[src/rtl/pc_sequencer_pkg.sv]
// Shared types and constants for the program-counter sequencer slice:
// sequencer states, address field widths and the branch displacement helper.
package pc_sequencer_pkg;

   localparam int PC_WIDTH   = 32;
   localparam int JIDX_WIDTH = 26;
   localparam int OFFS_WIDTH = 16;
   localparam logic [PC_WIDTH-1:0] PC_STEP = 32'd4;

   typedef enum logic [1:0] {
      BOOT = 2'd0,
      RUN  = 2'd1,
      HALT = 2'd2
   } state_e;

   // Sign-extended word offset converted to a byte displacement.
   function automatic logic [PC_WIDTH-1:0] branch_disp(input logic [OFFS_WIDTH-1:0] offs);
      branch_disp = {{14{offs[15]}}, offs, 2'b00};
   endfunction

endpackage

[src/rtl/pc_sequencer_if.sv]
// Control-side and fetch-side signals of the sequencer, bundled into one interface.
// The master modport drives the control inputs; the sequencer itself uses the slave modport.
interface pc_sequencer_if #(
   parameter int CNT_WIDTH = 32
);
   import pc_sequencer_pkg::*;

   logic                  stall;
   logic                  branch_taken;
   logic [OFFS_WIDTH-1:0] branch_offset;
   logic                  jump;
   logic [JIDX_WIDTH-1:0] jump_index;
   logic                  halt;
   logic                  resume;
   logic [PC_WIDTH-1:0]   pc;
   logic                  pc_valid;
   logic                  halted;
   logic [CNT_WIDTH-1:0]  retired_count;

   modport master (
      output stall, branch_taken, branch_offset, jump, jump_index, halt, resume,
      input  pc, pc_valid, halted, retired_count
   );

   modport slave (
      input  stall, branch_taken, branch_offset, jump, jump_index, halt, resume,
      output pc, pc_valid, halted, retired_count
   );

endinterface

[src/rtl/pc_sequencer_next_pc_mux.sv]
// Combinational next-PC calculator: sequential, branch and jump targets.
// Jump outranks a taken branch; stall/halt are resolved by the caller.
module next_pc_mux
   import pc_sequencer_pkg::*;
(
   input  logic [PC_WIDTH-1:0]   pc,
   input  logic [OFFS_WIDTH-1:0] branch_offset,
   input  logic [JIDX_WIDTH-1:0] jump_index,
   input  logic                  jump,
   input  logic                  branch_taken,
   output logic [PC_WIDTH-1:0]   pc_plus4,
   output logic [PC_WIDTH-1:0]   next_pc
);

   logic [PC_WIDTH-1:0] branch_target;
   logic [PC_WIDTH-1:0] jump_target;

   assign pc_plus4      = pc + PC_STEP;
   assign branch_target = pc_plus4 + branch_disp(branch_offset);
   // Jumps stay inside the 256 MB region of the delay-slot address.
   assign jump_target   = {pc_plus4[31:28], jump_index, 2'b00};

   always_comb begin
      next_pc = pc_plus4;
      if (jump) begin
         next_pc = jump_target;
      end else if (branch_taken) begin
         next_pc = branch_target;
      end else begin
         next_pc = pc_plus4;
      end
   end

endmodule

[src/rtl/pc_sequencer.sv]
// Program counter owner for the single-cycle core: BOOT/RUN/HALT sequencing,
// stall and halt handling, and a retired-instruction counter.
module pc_sequencer
   import pc_sequencer_pkg::*;
#(
   parameter logic [PC_WIDTH-1:0] RESET_VECTOR = 32'h0000_0000,
   parameter int                  CNT_WIDTH    = 32
)(
   input  logic             clk,
   input  logic             reset,
   pc_sequencer_if.slave    bus
);

   localparam logic [CNT_WIDTH-1:0] CNT_ONE = {{(CNT_WIDTH-1){1'b0}}, 1'b1};

   state_e                state_q, state_d;
   logic [PC_WIDTH-1:0]   pc_q, pc_d;
   logic [CNT_WIDTH-1:0]  cnt_q, cnt_d;
   logic [PC_WIDTH-1:0]   pc_plus4;
   logic [PC_WIDTH-1:0]   mux_pc;

   next_pc_mux u_next_pc_mux (
      .pc            (pc_q),
      .branch_offset (bus.branch_offset),
      .jump_index    (bus.jump_index),
      .jump          (bus.jump),
      .branch_taken  (bus.branch_taken),
      .pc_plus4      (pc_plus4),
      .next_pc       (mux_pc)
   );

   // State, PC and counter registers.
   always_ff @(posedge clk or posedge reset) begin
      if (reset) begin
         state_q <= BOOT;
         pc_q    <= RESET_VECTOR;
         cnt_q   <= {CNT_WIDTH{1'b0}};
      end else begin
         state_q <= state_d;
         pc_q    <= pc_d;
         cnt_q   <= cnt_d;
      end
   end

   // Next state, PC and counter; halt outranks stall, so a halt always retires.
   always_comb begin
      state_d = state_q;
      pc_d    = pc_q;
      cnt_d   = cnt_q;
      case (state_q)
         BOOT: begin
            state_d = RUN;
         end
         RUN: begin
            if (bus.halt) begin
               state_d = HALT;
               cnt_d   = cnt_q + CNT_ONE;
            end else if (bus.stall) begin
               cnt_d   = cnt_q;
            end else begin
               pc_d    = mux_pc;
               cnt_d   = cnt_q + CNT_ONE;
            end
         end
         HALT: begin
            if (bus.resume) begin
               state_d = RUN;
               pc_d    = pc_plus4;
            end else begin
               state_d = HALT;
            end
         end
         default: begin
            state_d = BOOT;
            pc_d    = RESET_VECTOR;
         end
      endcase
   end

   assign bus.pc            = pc_q;
   assign bus.pc_valid      = (state_q == RUN);
   assign bus.halted        = (state_q == HALT);
   assign bus.retired_count = cnt_q;

endmodule

[src/flat_wrapper.sv]
// flat-port wrapper written by rule: the top's interface ports become plain ports
module pc_sequencer_flat import pc_sequencer_pkg::*;
#(
   parameter logic [PC_WIDTH-1:0] RESET_VECTOR = 32'h0000_0000,
   parameter int                  CNT_WIDTH    = 32
)
  (clk, reset, bus_stall, bus_branch_taken, bus_branch_offset, bus_jump, bus_jump_index, bus_halt, bus_resume, bus_pc, bus_pc_valid, bus_halted, bus_retired_count);
  pc_sequencer_if #(.CNT_WIDTH(CNT_WIDTH)) bus_i ();
  input  logic clk;
  input  logic reset;
  input wire logic [$bits(bus_i.stall)-1:0] bus_stall;
  input wire logic [$bits(bus_i.branch_taken)-1:0] bus_branch_taken;
  input wire logic [$bits(bus_i.branch_offset)-1:0] bus_branch_offset;
  input wire logic [$bits(bus_i.jump)-1:0] bus_jump;
  input wire logic [$bits(bus_i.jump_index)-1:0] bus_jump_index;
  input wire logic [$bits(bus_i.halt)-1:0] bus_halt;
  input wire logic [$bits(bus_i.resume)-1:0] bus_resume;
  output wire logic [$bits(bus_i.pc)-1:0] bus_pc;
  output wire logic [$bits(bus_i.pc_valid)-1:0] bus_pc_valid;
  output wire logic [$bits(bus_i.halted)-1:0] bus_halted;
  output wire logic [$bits(bus_i.retired_count)-1:0] bus_retired_count;
  assign bus_i.stall = bus_stall;
  assign bus_i.branch_taken = bus_branch_taken;
  assign bus_i.branch_offset = bus_branch_offset;
  assign bus_i.jump = bus_jump;
  assign bus_i.jump_index = bus_jump_index;
  assign bus_i.halt = bus_halt;
  assign bus_i.resume = bus_resume;
  assign bus_pc = bus_i.pc;
  assign bus_pc_valid = bus_i.pc_valid;
  assign bus_halted = bus_i.halted;
  assign bus_retired_count = bus_i.retired_count;
  pc_sequencer #(.RESET_VECTOR(RESET_VECTOR), .CNT_WIDTH(CNT_WIDTH)) u_core (.clk(clk), .reset(reset), .bus(bus_i));
endmodule
[config.mk]
export PLATFORM = sky130hd
export DESIGN_NAME = pc_sequencer_flat
export DESIGN_NICKNAME = d
export VERILOG_FILES = /design/src/rtl/pc_sequencer_pkg.sv /design/src/rtl/pc_sequencer_if.sv /design/src/rtl/pc_sequencer_next_pc_mux.sv /design/src/rtl/pc_sequencer.sv /design/src/flat_wrapper.sv
export SDC_FILE = /design/constraint.sdc
export NUM_CORES = 1
export LEC_CHECK = 0
export ABC_AREA = 1
export CORE_UTILIZATION = 30
export DETAILED_ROUTE_END_ITERATION = 10
export SLEW_MARGIN = 20
export SYNTH_ARGS = -nofsm -noshare
export SYNTH_HDL_FRONTEND = slang
export SYNTH_SLANG_ARGS = --single-unit
export TNS_END_PERCENT = 100
[constraint.sdc]
create_clock -name clk -period 3.2 [get_ports clk]
set_input_delay 0.64 -clock clk [delete_from_list [all_inputs] [get_ports clk]]
set_output_delay 0.64 -clock clk [all_outputs]
set_load 0.02 [all_outputs]
==> impl_metrics.env <==
export IMPL_dp_hpwl_um=18950
export IMPL_fin_skew_ns=0.009696
export IMPL_routed_wl_um=23400
export IMPL_syn_area_mm2=0.006723
export IMPL_cp_cell_sequence="nand2_1 -> nor2_1 -> nand2_1 -> nor2_1 -> nand2_1 -> xor2_1 -> inv_1 -> ha_2 -> nand2_2 -> nor2_2 -> nand2_1 -> nor3_2 -> nand2_1 -> nand4_1 -> nand3_1 -> nand2_1 -> nand2_1 -> nand2_1 -> nand2_1"
export IMPL_num_antenna_cells=0
export IMPL_min_delay_path_depth=1
export IMPL_synth_edf_count=0
export IMPL_seqPwrFrac=0.189
export IMPL_fin_nets=1354
export IMPL_vias_per_cell=4.735
export IMPL_worst_setup_path_end_kind="register"
export IMPL_totalPowerFinal_w=0.007173
export IMPL_core_mm2=0.02189
export IMPL_dieArea_mm2=0.02301
export IMPL_synthTopCellsByArea="dfrtp_1 (24%), nand2_1 (23%), inv_1 (8.9%)"
export IMPL_p_clk_frac=0.144
export IMPL_vias=7335
export IMPL_peakVddDrop_mv=0.3549
export IMPL_regArea_mm2=0.001610
export IMPL_drv_slew=0
export IMPL_hold_viol=0
export IMPL_synthArstFlopShare=1.000
export IMPL_slowest_delay_ns=0.44
export IMPL_hold_path_end="u_core.bus.retired_count[31]$_DFFE_PP0P_"
export IMPL_layout_min_cycle_time_ns=3.026
export IMPL_path_class="reg -> reg"
export IMPL_row_count=54
export IMPL_max_cap_viol_count=0
export IMPL_reg2reg_setup_slack_ns=0.17
export IMPL_yosysWarningCount=0
export IMPL_critPathLaunchType="register"
export IMPL_wl_per_cell_um=15.10
export IMPL_min_from="u_core.bus.retired_count[31]$_DFFE_PP0P_"
export IMPL_first_pass_iters=5
export IMPL_drtIter0Drc=424
export IMPL_status="finished, final reports clean"
export IMPL_antenna_found_initial=0
export IMPL_ys_seq_area_frac=0.2382
export IMPL_fin_crit_sh=0.9457
export IMPL_power_density_mw_per_mm2=781.1
export IMPL_start_util=0.3071
export IMPL_cts_buffer_depth=2
export IMPL_yosys_most_used_dff="dfrtp_1"
export IMPL_syn_inst=1106
export IMPL_drc=0
export IMPL_grt_first_pass_wirelength_um=36320
export IMPL_gr_usage_all_layers=0.2065
export IMPL_overflow=0
export IMPL_hp_class="reg -> reg"
export IMPL_switching_share=0.5054
export IMPL_ios=115
export IMPL_reg2reg_depth=19
export IMPL_cts_sinks=64
export IMPL_relSlewSlack=0.4474
export IMPL_die_w_um=151.7
export IMPL_synth_avg_cell_area_um2=6.078
export IMPL_cpMostUsedCell="nand2_1"
export IMPL_reg2reg_to="u_core.bus.pc[26]$_DFFE_PP0P_"
export IMPL_internal_power_w=0.003548
export IMPL_synth_cell_types=46
export IMPL_syn_to_final_growth_pct=36.61
export IMPL_critical_path_slowest_cell="dfrtp_1"
export IMPL_cts_buffers=9
export IMPL_ys_ff_latch=64
export IMPL_grt_pass1_vias=6815
export IMPL_drive_gt1_frac=0.1308
export IMPL_tightest_slew_ns=0.8280
export IMPL_multi_input_area_mm2=0.004728
export IMPL_cts_max_level=3
export IMPL_yosys_top_cells_count="nand2_1 (408), inv_1 (160), nor2_1 (116), dfrtp_1 (64), nand3_1 (61)"
export IMPL_fin_area_mm2=0.009184
export IMPL_max_freq_mhz=330.5
export IMPL_nFillCells=2293
export IMPL_ant_nets=0
export IMPL_cts_tree="yes"
export IMPL_comb_power_share=0.667
export IMPL_insertion_delay_ns=0.33
export IMPL_routabilityCongestion=0.9701
export IMPL_die_h_um=151.7
export IMPL_critPathArrivalTime_ns=3.24
export IMPL_portBuffers=112
export IMPL_path_max_fanout=5
export IMPL_leakagePower_nw=4.729
export IMPL_timing_rr_start="u_core.bus.pc[14]$_DFFE_PP0P_"
export IMPL_grt_max_degree=65
export IMPL_setup_viol=0
export IMPL_synth_top_cell_area_share=0.2382
export IMPL_clkTransAtPathRegs_ns=0.06
export IMPL_root_buffer="clkbuf_16"
export IMPL_power_switching_w=0.003625
export IMPL_place_area_mm2=0.008503
export IMPL_required_ns=3.42
export IMPL_tns_ns=0
export IMPL_synth_top_area_cell="dfrtp_1"
export IMPL_synth_most_common_cell="nand2_1"
==> flip-flops by register name, summed over array words and instances (netlist names) <==
| register | flops |
|---|---|
| u_core.state_q | 2 |
| u_core.bus.pc | 30 |
| u_core.bus.retired_count | 32 |
==> per-stage QoR <==
stage | hold WS [ns] | instances | setup slack [ns] | utilization
2_1_floorplan | 0.5646 | 1107 | 0.3429 | -
3_3_place_gp | 0.4684 | 1527 | -0.1200 | 0.3884
3_5_place_dp | 0.4603 | 1527 | -0.1388 | 0.3884
4_1_cts | 0.4729 | 1543 | 0.03756 | 0.4040
5_1_grt | 0.4945 | 1549 | -0.04143 | 0.4195
6_report | 0.4663 | 1549 | 0.1739 | 0.4195
==> critical path, delay by kind of cell, from the launching register on <==
family,cells,cell delay [ns]
AND/OR/NAND/NOR,16,1.70
flip-flops,1,0.44
adder cells (fa/ha/maj),1,0.42
XOR/XNOR,1,0.23
buffers and inverters,1,0.11
==> power by group through the flow <==
stage	Combinational, W	Sequential [W]	Clock [W]
after floorplan	0.00240	0.00157	0
after global placement	0.00441	0.00134	0
after detailed placement	0.00443	0.00134	0
after CTS	0.00447	0.00134	0.00106
after global routing	0.00527	0.00139	0.00109
final	0.00479	0.00135	0.00103
==> timing repair <==
item,4_1_cts,5_1_grt
endpoints found under the hold margin,0,0
hold buffers,0,0
pin swaps,0,13
gates resized for setup,6,72
cloned,0,0
endpoints found under the setup margin,4,19
buffers inserted,0,6
==> layout make-up <==
cell class                 count  area share
multi-input combinational    859      0.5148
sequential                    64      0.1753
timing repair buffer         165      0.1695
inverter                     165     0.06744
tap                          280     0.03815
clock buffer                  14     0.03093
clock inverter                 2    0.003815
==> layer usage <==
metal / share of wire / track usage
met1: 0.46 / 0.2817
met5: 0 / 0
met3: 0.054 / 0.02605
met4: 0.031 / 0.07475
met2: 0.46 / 0.3318
==> cells in the final DEF, fill, tap and decap left out, drive strengths merged <==
cell           synthesis  layout
a21boi                 1       1
a21o                   1       1
a21oi                 42      42
a22oi                  1       1
a31oi                  1       1
a32o                   2       2
and2                   1       1
and3                   2       2
buf                    7      53
bufinv                 0       1
clkbuf                12      14
clkdlybuf4s50          0     112
clkinv                 2       3
conb                   1       2
dfrtp                 64      64
fa                     1       1
ha                    40      40
inv                  163     163
nand2                412     412
nand3                 65      65
nand3b                 3       3
nand4                 17      17
nor2                 125     125
nor3                  23      23
nor3b                  2       2
nor4                   2       2
o211ai                 6       6
o21a                   3       3
o21ai                 40      40
o21bai                 7       7
o221ai                 3       3
o22ai                  6       6
or3                    1       1
xnor2                 10      10
xor2                  40      40
==> worst max path at each step <==
stage                                  startpoint                       endpoint  slack, ns
detailed placement   u_core.bus.pc[2]$_DFFE_PP0P_  u_core.bus.pc[25]$_DFFE_PP0P_      -0.14
floorplan            u_core.bus.pc[2]$_DFFE_PP0P_  u_core.bus.pc[26]$_DFFE_PP0P_       0.34
global route         u_core.bus.pc[2]$_DFFE_PP0P_  u_core.bus.pc[22]$_DFFE_PP0P_      -0.04
CTS                  u_core.bus.pc[3]$_DFFE_PP0P_  u_core.bus.pc[25]$_DFFE_PP0P_       0.04
finish              u_core.bus.pc[14]$_DFFE_PP0P_  u_core.bus.pc[26]$_DFFE_PP0P_       0.17
global placement     u_core.bus.pc[3]$_DFFE_PP0P_  u_core.bus.pc[25]$_DFFE_PP0P_      -0.12
==> cell families after synthesis <==
| logic type | Yosys count | share of synthesized area |
|---|---|---|
| other | 1 | 0.0005578 |
| xor gates and xnor gates | 50 | 0.06626 |
| AOI/OAI and AO/OA | 113 | 0.09734 |
| DFF | 64 | 0.2382 |
| adders and majority gates | 41 | 0.07742 |
| buffers and inverters | 184 | 0.1048 |
| and+or+nand+nor | 653 | 0.4154 |
(Power assumes the default switching activity.)
